## config.mk

```make
export PLATFORM = sky130hd
export DESIGN_NAME = data_mem_arbiter_flat
export DESIGN_NICKNAME = d
export VERILOG_FILES = /design/src/rtl/data_mem_arbiter_pkg.sv /design/src/rtl/data_mem_arbiter_if.sv /design/src/rtl/data_mem_arbiter_arb2.sv /design/src/rtl/data_mem_arbiter.sv /design/src/flat_wrapper.sv
export SDC_FILE = /design/constraint.sdc
export NUM_CORES = 1
export LEC_CHECK = 0
export BUFFER_PORTS_ARGS = -buffer_cell sky130_fd_sc_hd__buf_2
export CORE_AREA = 2 2 228 230
export CTS_BUF_LIST = sky130_fd_sc_hd__clkbuf_4
export DETAILED_ROUTE_END_ITERATION = 6
export DIE_AREA = 0 0 230 232
export PLACE_DENSITY = 0.42
export SLEW_MARGIN = 20
export SYNTH_ARGS = -nofsm -noshare
export SYNTH_HDL_FRONTEND = slang
export SYNTH_HIERARCHICAL = 1
export SYNTH_SLANG_ARGS = --single-unit
```

## constraint.sdc

```tcl
create_clock -name clk -period 4.96 [get_ports clk]
set_input_delay 1.488 -clock clk [delete_from_list [all_inputs] [get_ports clk]]
set_output_delay 1.488 -clock clk [all_outputs]
set_load 0.005 [all_outputs]
```

## src/rtl/data_mem_arbiter_pkg.sv

```systemverilog
// data_mem_pkg: shared constants and types for the data memory arbiter.
//   DEF_ADDR_W / DEF_DATA_W / DEF_DEPTH : default geometry
//   state_e                             : sequencing state (INIT sweep, RUN)
//   PORT0 / PORT1                       : requester indices used by the grant vector
package data_mem_pkg;

  localparam int DEF_ADDR_W = 64;
  localparam int DEF_DATA_W = 64;
  localparam int DEF_DEPTH  = 64;

  // INIT clears the array after reset; RUN serves requesters.
  typedef enum logic {
    INIT = 1'b0,
    RUN  = 1'b1
  } state_e;

  localparam int PORT0 = 0;
  localparam int PORT1 = 1;

endpackage

```

## src/rtl/data_mem_arbiter_if.sv

```systemverilog
// data_mem_arbiter_if: one requester port of the data memory arbiter.
//   req, we, addr, wdata : request from the requester
//   gnt                  : access performed this cycle
//   rvalid, rdata        : registered read response, one cycle after gnt
//
// Handshake: the requester raises req with we/addr/wdata and keeps all four
// stable until it samples gnt=1 at a rising edge; that edge completes the
// transfer. Dropping req before gnt withdraws the request. A read completes
// with rvalid=1 on the cycle after gnt, and rdata holds until the next read
// response on the same port. Writes produce no response.
interface data_mem_arbiter_if #(
  parameter int ADDR_W = 64,
  parameter int DATA_W = 64
);

  logic              req;
  logic              we;
  logic [ADDR_W-1:0] addr;
  logic [DATA_W-1:0] wdata;
  logic              gnt;
  logic              rvalid;
  logic [DATA_W-1:0] rdata;

  modport master (
    output req, we, addr, wdata,
    input  gnt, rvalid, rdata
  );

  modport slave (
    input  req, we, addr, wdata,
    output gnt, rvalid, rdata
  );

endinterface

```

## src/rtl/data_mem_arbiter_arb2.sv

```systemverilog
// arb2: two-input combinational grant logic.
//   req  : request vector, bit i = port i
//   prio : index of the port that wins when both request
//   gnt  : one-hot (or zero) grant vector
// A lone request is always granted; prio only matters on contention.
module arb2 (
  input  logic [1:0] req,
  input  logic       prio,
  output logic [1:0] gnt
);

  always_comb begin
    gnt = 2'b00;
    if (req == 2'b11) begin
      gnt[prio] = 1'b1;
    end else begin
      gnt = req;
    end
  end

endmodule

```

## src/rtl/data_mem_arbiter.sv

```systemverilog
// data_mem_arbiter: shares a single-port data memory between the CPU MEM
// stage (port 0) and the debug/DMA loader (port 1).
//
// After reset the block writes zero to every word (one word per cycle,
// DEPTH cycles), then arbitrates. The granted access is driven onto the
// memory bus in the grant cycle; read data is captured at the end of that
// cycle and returned on the next one.
//
// Ports:
//   clk, rst          : clock (rising edge), asynchronous active-low reset
//   m0, m1            : requester ports (data_mem_arbiter_if.slave)
//   mem_addr/mem_wdata: memory address / write data
//   mem_rdata         : memory read data (combinational read)
//   mem_re / mem_we   : memory read / write enables
//   init_done         : clear sweep finished, stays high until reset
//   oob_err           : one-cycle pulse the cycle after an out-of-range grant
//   dbg_state         : current sequencing state
//
// Build option: define DATA_MEM_ARB_RR_EN for round-robin arbitration
// (priority to the port not granted most recently). Without it port 0
// always wins contention.
module data_mem_arbiter
  import data_mem_pkg::*;
#(
  parameter int ADDR_W = DEF_ADDR_W,
  parameter int DATA_W = DEF_DATA_W,
  parameter int DEPTH  = DEF_DEPTH
) (
  input  logic              clk,
  input  logic              rst,
  data_mem_arbiter_if.slave m0,
  data_mem_arbiter_if.slave m1,
  output logic [ADDR_W-1:0] mem_addr,
  output logic [DATA_W-1:0] mem_wdata,
  input  logic [DATA_W-1:0] mem_rdata,
  output logic              mem_re,
  output logic              mem_we,
  output logic              init_done,
  output logic              oob_err,
  output state_e            dbg_state
);

  localparam int PTR_W = (DEPTH > 1) ? $clog2(DEPTH) : 1;

  state_e            state_q, state_d;
  logic [PTR_W-1:0]  clr_ptr_q, clr_ptr_d;
  logic              clr_last;

  logic [1:0]        req_run;
  logic [1:0]        gnt;
  logic              arb_prio;
  logic              oob0, oob1;

  logic              init_done_q;
  logic              oob_err_q;
  logic              rvalid0_q, rvalid1_q;
  logic [DATA_W-1:0] rdata0_q, rdata1_q;

  // Address range check per port; out-of-range accesses still handshake
  // but never reach the array.
  assign oob0 = (m0.addr >= ADDR_W'(DEPTH));
  assign oob1 = (m1.addr >= ADDR_W'(DEPTH));

  assign clr_last = (clr_ptr_q == PTR_W'(DEPTH - 1));

  // Requests are only visible to the arbiter once the sweep is finished;
  // until then they simply wait.
  assign req_run = {m1.req, m0.req} & {2{state_q == RUN}};

`ifdef DATA_MEM_ARB_RR_EN
  // Port granted most recently (contended or not); the other port wins
  // the next contended cycle.
  logic last_grant_q;

  assign arb_prio = ~last_grant_q;

  always_ff @(posedge clk or negedge rst) begin
    if (!rst) begin
      last_grant_q <= 1'b0;
    end else if (gnt != 2'b00) begin
      last_grant_q <= gnt[PORT1];
    end
  end
`else
  assign arb_prio = 1'b0;
`endif

  arb2 u_arb2 (
    .req  (req_run),
    .prio (arb_prio),
    .gnt  (gnt)
  );

  // Next-state logic and the memory bus mux.
  always_comb begin
    state_d   = state_q;
    clr_ptr_d = clr_ptr_q;
    mem_addr  = '0;
    mem_wdata = '0;
    mem_we    = 1'b0;
    mem_re    = 1'b0;

    case (state_q)
      INIT: begin
        // The enable is qualified with rst so nothing is written while
        // reset is held; the sweep starts at the first edge after release.
        mem_we    = rst;
        mem_addr  = ADDR_W'(clr_ptr_q);
        clr_ptr_d = clr_ptr_q + PTR_W'(1);
        if (clr_last) begin
          state_d   = RUN;
          clr_ptr_d = '0;
        end
      end
      RUN: begin
        if (gnt[PORT0]) begin
          mem_addr  = m0.addr;
          mem_wdata = m0.wdata;
          mem_we    = m0.we & ~oob0;
          mem_re    = ~m0.we & ~oob0;
        end else if (gnt[PORT1]) begin
          mem_addr  = m1.addr;
          mem_wdata = m1.wdata;
          mem_we    = m1.we & ~oob1;
          mem_re    = ~m1.we & ~oob1;
        end
      end
      default: begin
        state_d = INIT;
      end
    endcase
  end

  always_ff @(posedge clk or negedge rst) begin
    if (!rst) begin
      state_q     <= INIT;
      clr_ptr_q   <= '0;
      init_done_q <= 1'b0;
    end else begin
      state_q     <= state_d;
      clr_ptr_q   <= clr_ptr_d;
      // High from the first RUN cycle onwards.
      init_done_q <= (state_d == RUN);
    end
  end

  // Response path: capture at the grant-cycle edge, present next cycle.
  always_ff @(posedge clk or negedge rst) begin
    if (!rst) begin
      rvalid0_q <= 1'b0;
      rvalid1_q <= 1'b0;
      rdata0_q  <= '0;
      rdata1_q  <= '0;
      oob_err_q <= 1'b0;
    end else begin
      rvalid0_q <= gnt[PORT0] & ~m0.we;
      rvalid1_q <= gnt[PORT1] & ~m1.we;
      if (gnt[PORT0] && !m0.we) begin
        rdata0_q <= oob0 ? '0 : mem_rdata;
      end
      if (gnt[PORT1] && !m1.we) begin
        rdata1_q <= oob1 ? '0 : mem_rdata;
      end
      oob_err_q <= (gnt[PORT0] & oob0) | (gnt[PORT1] & oob1);
    end
  end

  assign m0.gnt    = gnt[PORT0];
  assign m1.gnt    = gnt[PORT1];
  assign m0.rvalid = rvalid0_q;
  assign m1.rvalid = rvalid1_q;
  assign m0.rdata  = rdata0_q;
  assign m1.rdata  = rdata1_q;

  assign init_done = init_done_q;
  assign oob_err   = oob_err_q;
  assign dbg_state = state_q;

endmodule

```

## src/flat_wrapper.sv

```systemverilog
// flat-port wrapper written by rule: the top's interface ports become plain ports
module data_mem_arbiter_flat import data_mem_pkg::*;
#(
  parameter int ADDR_W = DEF_ADDR_W,
  parameter int DATA_W = DEF_DATA_W,
  parameter int DEPTH  = DEF_DEPTH
)
  (clk, rst, mem_addr, mem_wdata, mem_rdata, mem_re, mem_we, init_done, oob_err, dbg_state, m0_req, m0_we, m0_addr, m0_wdata, m0_gnt, m0_rvalid, m0_rdata, m1_req, m1_we, m1_addr, m1_wdata, m1_gnt, m1_rvalid, m1_rdata);
  data_mem_arbiter_if #(.ADDR_W(ADDR_W), .DATA_W(DATA_W)) m0_i ();
  data_mem_arbiter_if #(.ADDR_W(ADDR_W), .DATA_W(DATA_W)) m1_i ();
  input  logic clk;
  input  logic rst;
  output logic [ADDR_W-1:0] mem_addr;
  output logic [DATA_W-1:0] mem_wdata;
  input  logic [DATA_W-1:0] mem_rdata;
  output logic mem_re;
  output logic mem_we;
  output logic init_done;
  output logic oob_err;
  output state_e dbg_state;
  input wire logic [$bits(m0_i.req)-1:0] m0_req;
  input wire logic [$bits(m0_i.we)-1:0] m0_we;
  input wire logic [$bits(m0_i.addr)-1:0] m0_addr;
  input wire logic [$bits(m0_i.wdata)-1:0] m0_wdata;
  output wire logic [$bits(m0_i.gnt)-1:0] m0_gnt;
  output wire logic [$bits(m0_i.rvalid)-1:0] m0_rvalid;
  output wire logic [$bits(m0_i.rdata)-1:0] m0_rdata;
  input wire logic [$bits(m1_i.req)-1:0] m1_req;
  input wire logic [$bits(m1_i.we)-1:0] m1_we;
  input wire logic [$bits(m1_i.addr)-1:0] m1_addr;
  input wire logic [$bits(m1_i.wdata)-1:0] m1_wdata;
  output wire logic [$bits(m1_i.gnt)-1:0] m1_gnt;
  output wire logic [$bits(m1_i.rvalid)-1:0] m1_rvalid;
  output wire logic [$bits(m1_i.rdata)-1:0] m1_rdata;
  assign m0_i.req = m0_req;
  assign m0_i.we = m0_we;
  assign m0_i.addr = m0_addr;
  assign m0_i.wdata = m0_wdata;
  assign m0_gnt = m0_i.gnt;
  assign m0_rvalid = m0_i.rvalid;
  assign m0_rdata = m0_i.rdata;
  assign m1_i.req = m1_req;
  assign m1_i.we = m1_we;
  assign m1_i.addr = m1_addr;
  assign m1_i.wdata = m1_wdata;
  assign m1_gnt = m1_i.gnt;
  assign m1_rvalid = m1_i.rvalid;
  assign m1_rdata = m1_i.rdata;
  data_mem_arbiter #(.ADDR_W(ADDR_W), .DATA_W(DATA_W), .DEPTH(DEPTH)) u_core (.clk(clk), .rst(rst), .m0(m0_i), .m1(m1_i), .mem_addr(mem_addr), .mem_wdata(mem_wdata), .mem_rdata(mem_rdata), .mem_re(mem_re), .mem_we(mem_we), .init_done(init_done), .oob_err(oob_err), .dbg_state(dbg_state));
endmodule
```

==> flow_summary.yaml, run 1 <==
synthesis:
  synth_area_leader_cell: "dfrtp_1"
  syn_avg_cell_area_um2: 7.90
  synth_edf_count: 0
  synthTopCellsByArea: "dfrtp_1 46%, nand2_1 13%, a22oi_1 12%"
  synth_common_cells: "262 x nand2_1, 138 x dfrtp_1, 136 x nor2_1"
  ys_ff_latch: 138
  synth_top_area_share_pct: 45.8
  seq_area_frac_synth_pct: 45.8
  yosysMostFrequentCell: "nand2_1"
  synthArstFlopShare_pct: 100
  syn_inst: 954
  syn-cell-area_um2: 7530
  synth_flop_cell: "dfrtp_1"
  ys.warnings.count: 6
  ys_types: 33
final_layout:
  finalNetCount: 1838
  area_growth_pct: 54.3
  fin_cells: 2214
  fin_util_pct: 22.9
  num-fill-cells: 5865
  seq_area_um2: 3450
  multiInputGateArea_um2: 3700
  drive_gt1_share_pct: 45.8
placement:
  numPortBuffers: 590
  place.gp.congestion: 0.918
  dp_hpwl_um: 37600
  pre_cts_ws_ns: -0.0210
  place_inst: 2172
critical_path:
  cp.arrival_ns: 3.37
  cp.required_ns: 3.47
  startpoint_type: "input port"
  critical_path_class: "input port to output port"
  r2r_slack_ns: 2.56
  cp-end-kind: "output port"
  worstPathMaxFanout: 4
timing:
  worstMarginPinSlew_ns: 0.916
  period_share_pct: 98.0
  slew_viol_final: 0
  hold_violations: 0
  min_period_ns: 4.86
  finalClockSkew_ns: 0.0136
  slew_headroom_pct: 38.9
  finalSetupViolations: 0
  setup_ws_ns: 0.101
  setup-tns-final_ns: 0
  rsz0062_at_grt: "no"
  fmax_mhz: 206
clock_network:
  cts.sinks: 138
  insertion_delay_ns: 0.59
  numCtsBuffers: 17
  clockBufferDepth: 2
  cts_max_level: 4
  post_cts_buffers: 0
  path_clk_slew_ns: 0.13
  cts_hold_buf: 0
  clock-root-buffer: "clkbuf_4"
  cts_tree: "done"
detailed_routing:
  dr_wl_met2_um: 23600
  highest_layer: "met4"
  ant_nets: 0
  drc_errors: 0
  vias: 9467
  routed_wl_um: 46900
  route.met3.wl_um: 3580
  first_pass_iters: 5
  drt-met1-wl_um: 17200
  wl_per_cell_um: 21.2
  vias_per_cell: 4.28
  first_iter_violations: 644
power:
  p_total_mw: 2.12
  ir_drop_mv: 0.126
  power_per_cell_area_nw_per_um2: 182
  total_leakage_power_nw: 5.96
floorplan:
  io_pins: 591
  die_width_um: 230
  rows: 83
  start_util_pct: 14.8
  coreArea_um2: 50900
  die_area_um2: 53400
  die_y_um: 232
grt:
  gr-total-overflow: 0
  grt_max_degree: 72
  grt_pass1_wl_um: 66000
  first_global_vias: 9535
  antenna_found_initial: 11
  grt_usage_pct: 16.9
run:
  maxCapViolCount: 0
worst_hold_path:
  worstHoldPathType: "register to register"
outcome:
  outcome: "finished, final reports clean"
## power breakdown
| part | internal (mW) | switching [mW] | leakage (nW) | total (mW) |
|---|---|---|---|---|
| registers | 1.12 | 0 | 1.91 | 1.12 |
| clock network | 0.315 | 0.467 | 0.152 | 0.783 |
| logic | 0.0994 | 0.112 | 3.89 | 0.211 |
| total | 1.54 | 0.579 | 5.96 | 2.12 |
## logic make-up after synthesis
| kind of cell | count (synthesis) | synth area share [%] |
|---|---|---|
| buf+inv | 94 | 5.53 |
| flops | 138 | 45.8 |
| compound gates | 205 | 19.8 |
| other cells | 1 | 0.0498 |
| mux | 1 | 0.149 |
| simple gates | 512 | 28.2 |
| fa+ha+maj | 1 | 0.166 |
| xor+xnor | 2 | 0.233 |
## final timing paths
| check | start | endpoint | cells after the start |
|---|---|---|---|
| worst min register to register | u_core/m0.rdata[31]$_DFFE_PN0P_ | u_core/m0.rdata[31]$_DFFE_PN0P_ | 2 |
| worst min-delay path | u_core/m0.rdata[31]$_DFFE_PN0P_ | u_core/m0.rdata[31]$_DFFE_PN0P_ | 2 |
| worst max-delay path | m1_addr[59] | mem_re | 7 |
| max in group asynchronous | rst | u_core/m0.rdata[50]$_DFFE_PN0P_ | 3 |
| worst max register to register | u_core/init_done$_DFF_PN0_ | u_core/m0.rdata[43]$_DFFE_PN0P_ | 8 |
| min in group asynchronous | rst | u_core/m1.rdata[5]$_DFFE_PN0P_ | 2 |
## metal layers
metal  global-route usage (%)  vias to the layer above
met4                     10.3                        0
met2                     29.6                      434
li1                         -                     4432
met1                     17.9                     4527
met5                        0                        -
met3                     4.90                       74
## layout make-up
| cell class | instances | area share (%) |
|---|---|---|
| Antenna cell | 10 | 0.215 |
| Clock buffer | 19 | 1.23 |
| Clock inverter | 13 | 1.24 |
| Inverter | 7 | 0.247 |
| Multi-Input combinational cell | 723 | 31.8 |
| Sequential cell | 138 | 29.7 |
| Tap cell | 680 | 7.32 |
| Timing Repair Buffer | 624 | 28.2 |
## worst max-delay path, stage by stage
cell and delay, ns:
buf_2 0.10, or4_1 0.55, nor2_2 0.16, nand3_1 0.09, or4_4 0.56, o41ai_2 0.21
buf_2 0.20
## cell usage in the layout, fill, tap and decap left out, drive strengths merged, types with 3 or more instances in the layout
| cell type | count |
|---|---|
| nand2 | 262 |
| a21oi | 3 |
| buf | 624 |
| nand4 | 6 |
| nor2 | 136 |
| or4 | 3 |
| inv | 11 |
| clkbuf | 19 |
| diode | 10 |
| a221oi | 5 |
| nand3 | 71 |
| clkinv | 4 |
| a22oi | 122 |
| o21ai | 68 |
| nor4 | 27 |
| clkinvlp | 3 |
| dfrtp | 138 |
## metrics by stage
stage	instance area (um^2)	hold WS (ns)
2_1_floorplan	7540	0.459
3_3_place_gp	11300	0.446
3_5_place_dp	11300	0.450
4_1_cts	11600	0.481
5_1_grt	11600	0.499
6_report	11600	0.476
## what timing repair did
action	CTS	global route
pin swaps	0	1
gates cloned	0	0
gates resized for setup	1	1
endpoints found under the setup margin	2	2
## state kept, by name, indices dropped and copies added, names as in the netlist
register,flops
u_core/m0.rdata,64
u_core/m1.rdata,64
u_core/clr_ptr_q,6
u_core/init_done,1
u_core/m0.rvalid,1
u_core/m1.rvalid,1
u_core/oob_err,1
No activity file was read; power rests on OpenSTA's default activity.
==> run 2: changes to the inputs <==
--- a/config.mk
+++ b/config.mk
@@ -6,12 +6,12 @@
 export NUM_CORES = 1
 export LEC_CHECK = 0
 export BUFFER_PORTS_ARGS = -buffer_cell sky130_fd_sc_hd__buf_2
-export CORE_AREA = 2 2 228 230
+export CORE_AREA = 2 2 233 235
 export CTS_BUF_LIST = sky130_fd_sc_hd__clkbuf_4
 export DETAILED_ROUTE_END_ITERATION = 6
-export DIE_AREA = 0 0 230 232
-export PLACE_DENSITY = 0.42
-export SLEW_MARGIN = 20
+export DIE_AREA = 0 0 235 237
+export PLACE_DENSITY = 0.41
+export SLEW_MARGIN = 15
 export SYNTH_ARGS = -nofsm -noshare
 export SYNTH_HDL_FRONTEND = slang
 export SYNTH_HIERARCHICAL = 1
==> constraint.sdc (replaced) <==
create_clock -name clk -period 5.75 [get_ports clk]
set_input_delay 1.725 -clock clk [delete_from_list [all_inputs] [get_ports clk]]
set_output_delay 1.725 -clock clk [all_outputs]
set_load 0.005 [all_outputs]
==> run 2 against run 1 <==
- routed wire length up 2.2%
- power decreased by 18%
- critical path depth did not move
- sequential power decreased by 13%
- utilization fell by 1.3 points
- non-clock buffer count decreased by 13
- highest routed layer is now met5
==> flow_summary.yaml, run 2 (synthesis results as in run 1) <==
outcome:
  outcome: "finished, final reports clean"
grt:
  grt_pass1_wl_um: 68300
  grt_usage_pct: 16.6
  first_global_vias: 9610
  antenna_found_initial: 14
  gr-total-overflow: 0
  grt_max_degree: 105
timing:
  setup_ws_ns: 0.356
  period_share_pct: 93.8
  slew_viol_final: 0
  rsz0062_at_grt: "no"
  finalClockSkew_ns: 0.0228
  fmax_mhz: 185
  hold_violations: 0
  finalSetupViolations: 0
  worstMarginPinSlew_ns: 1.01
  min_period_ns: 5.39
  setup-tns-final_ns: 0
  slew_headroom_pct: 32.5
final_layout:
  drive_gt1_share_pct: 44.9
  layout_commonest_cell: "buf_2"
  area_growth_pct: 52.3
  fin_cells: 2215
  final_cell_mix: "589 x buf_2, 262 x nand2_1, 138 x dfrtp_1"
  num-fill-cells: 6100
  finalNetCount: 1825
floorplan:
  rows: 85
  coreArea_um2: 53300
  die_width_um: 235
  start_util_pct: 14.1
  die_y_um: 237
  die_area_um2: 55700
  io_pins: 591
worst_hold_path:
  hold_depth: 2
  min-delay-start: "u_core/m0.rdata[60]$_DFFE_PN0P_"
  worstHoldPathType: "register to register"
  hold_end: "u_core/m0.rdata[60]$_DFFE_PN0P_"
power:
  swShare_pct: 27.7
  pwr-share-clk_pct: 34.0
  p_total_mw: 1.74
  power_per_cell_area_nw_per_um2: 152
  total_leakage_power_nw: 5.86
  ir_drop_mv: 0.0897
  p_int_mw: 1.26
  p_sw_mw: 0.482
  combPwrFrac_pct: 10.3
  power_frac_seq_pct: 55.7
run:
  maxCapViolCount: 0
placement:
  numPortBuffers: 590
  place.gp.congestion: 1.01
  place_inst: 2175
  dp_hpwl_um: 38100
  pre_cts_ws_ns: 0.330
clock_network:
  path_clk_slew_ns: 0.13
  clockBufferDepth: 2
  cts.sinks: 138
  insertion_delay_ns: 0.58
  cts_hold_buf: 0
  clock-root-buffer: "clkbuf_4"
  cts_max_level: 4
  numCtsBuffers: 17
  cts_resized: 0
  post_cts_buffers: 0
  cts_tree: "done"
critical_path:
  cp.depth: 7
  critical_path_class: "input port to output port"
  rr_endpoint: "u_core/m0.rdata[0]$_DFFE_PN0P_"
  cp_common_cell: "buf_2"
  startpoint_type: "input port"
  cp_num_buf_inv: 2
  cp.arrival_ns: 3.67
  path_cells: "buf_2, or4_1, nor2_1, nand3_1, or4_4, o41ai_2, buf_2"
  cp.required_ns: 4.03
  ff2ff_path_depth: 8
  r2r-start: "u_core/init_done$_DFF_PN0_"
  r2r_slack_ns: 2.76
  path_delay_family: "simple AND/OR/NAND/NOR gates"
  cp-end-kind: "output port"
  slowest_stage: "or4_4"
  worstPathMaxFanout: 3
  critPathLaunch: "m1_addr[59]"
  cpPeakStageDelay_ns: 0.61
detailed_routing:
  first_pass_iters: 5
  ant_nets: 0
  wl_per_cell_um: 21.7
  routed_wl_um: 48000
  drc_errors: 0
  vias_per_cell: 4.27
  vias: 9450
  first_iter_violations: 647
-- run 2: cell types whose count changed in the layout (fill, tap and decap cells not counted), sizes merged --
cell | before | now
clkinv | 4 | 8
clkbuf | 19 | 17
clkinvlp | 3 | 2
bufinv | 2 | 1
inv | 11 | 9
buf | 624 | 611
-- run 2: power groups by stage --
stage                     Clock [mW]  Sequential, mW  Combinational [mW]
after floorplan                    0           0.989             0.00590
after global placement             0           0.989               0.179
after detailed placement           0           0.989               0.178
after CTS                      0.640           0.970               0.179
after global routing           0.672           0.971               0.194
final                          0.592           0.970               0.179
-- run 2: through the flow --
stage	hold slack (ns)	area, um^2	util, %
2_1_floorplan	0.459	7540	-
3_3_place_gp	0.446	11200	21.1
3_5_place_dp	0.452	11200	21.1
4_1_cts	0.482	11500	21.5
5_1_grt	0.498	11500	21.5
6_report	0.475	11500	21.5
-- run 2: routing by layer --
metal	track usage, %	part of all wire [%]	routed length [um]	vias to the layer above
met3	4.56	6.6	3160	74
met4	7.56	4.8	2290	2
met1	19.0	39	18800	4564
met5	0	0.027	13	-
li1	-	-	-	4397
met2	28.6	49	23700	413
-- run 2: area by class of cell --
type / instances / area [um^2] / area share (%)
multi-input cells: 723 / 3700 / 32.2
flip-flops and latches: 138 / 3450 / 30.1
repair buffers: 611 / 3170 / 27.6
well taps: 696 / 871 / 7.59
clock buffers: 17 / 128 / 1.11
clock inverters: 13 / 105 / 0.916
inverters: 7 / 28.8 / 0.251
diodes: 10 / 25.0 / 0.218
-- run 2: worst max path at each step --
| stage | endpoint | slack [ns] |
|---|---|---|
| after floorplan | mem_re | 0.69 |
| after global placement | mem_re | 0.35 |
| after detailed placement | mem_re | 0.33 |
| after CTS | mem_re | 0.33 |
| after global routing | mem_addr[30] | 0.29 |
| final | mem_re | 0.36 |
-- run 2: worst register-to-register path, cell delays in order (launching register included) --
cell and delay [ns]:
dfrtp_1 0.81, and2_1 0.27, a21boi_4 0.25, buf_12 0.34
nand2b_2 0.12, inv_2 0.07, buf_4 0.62, nand3_1 0.36
nand2_1 0.11
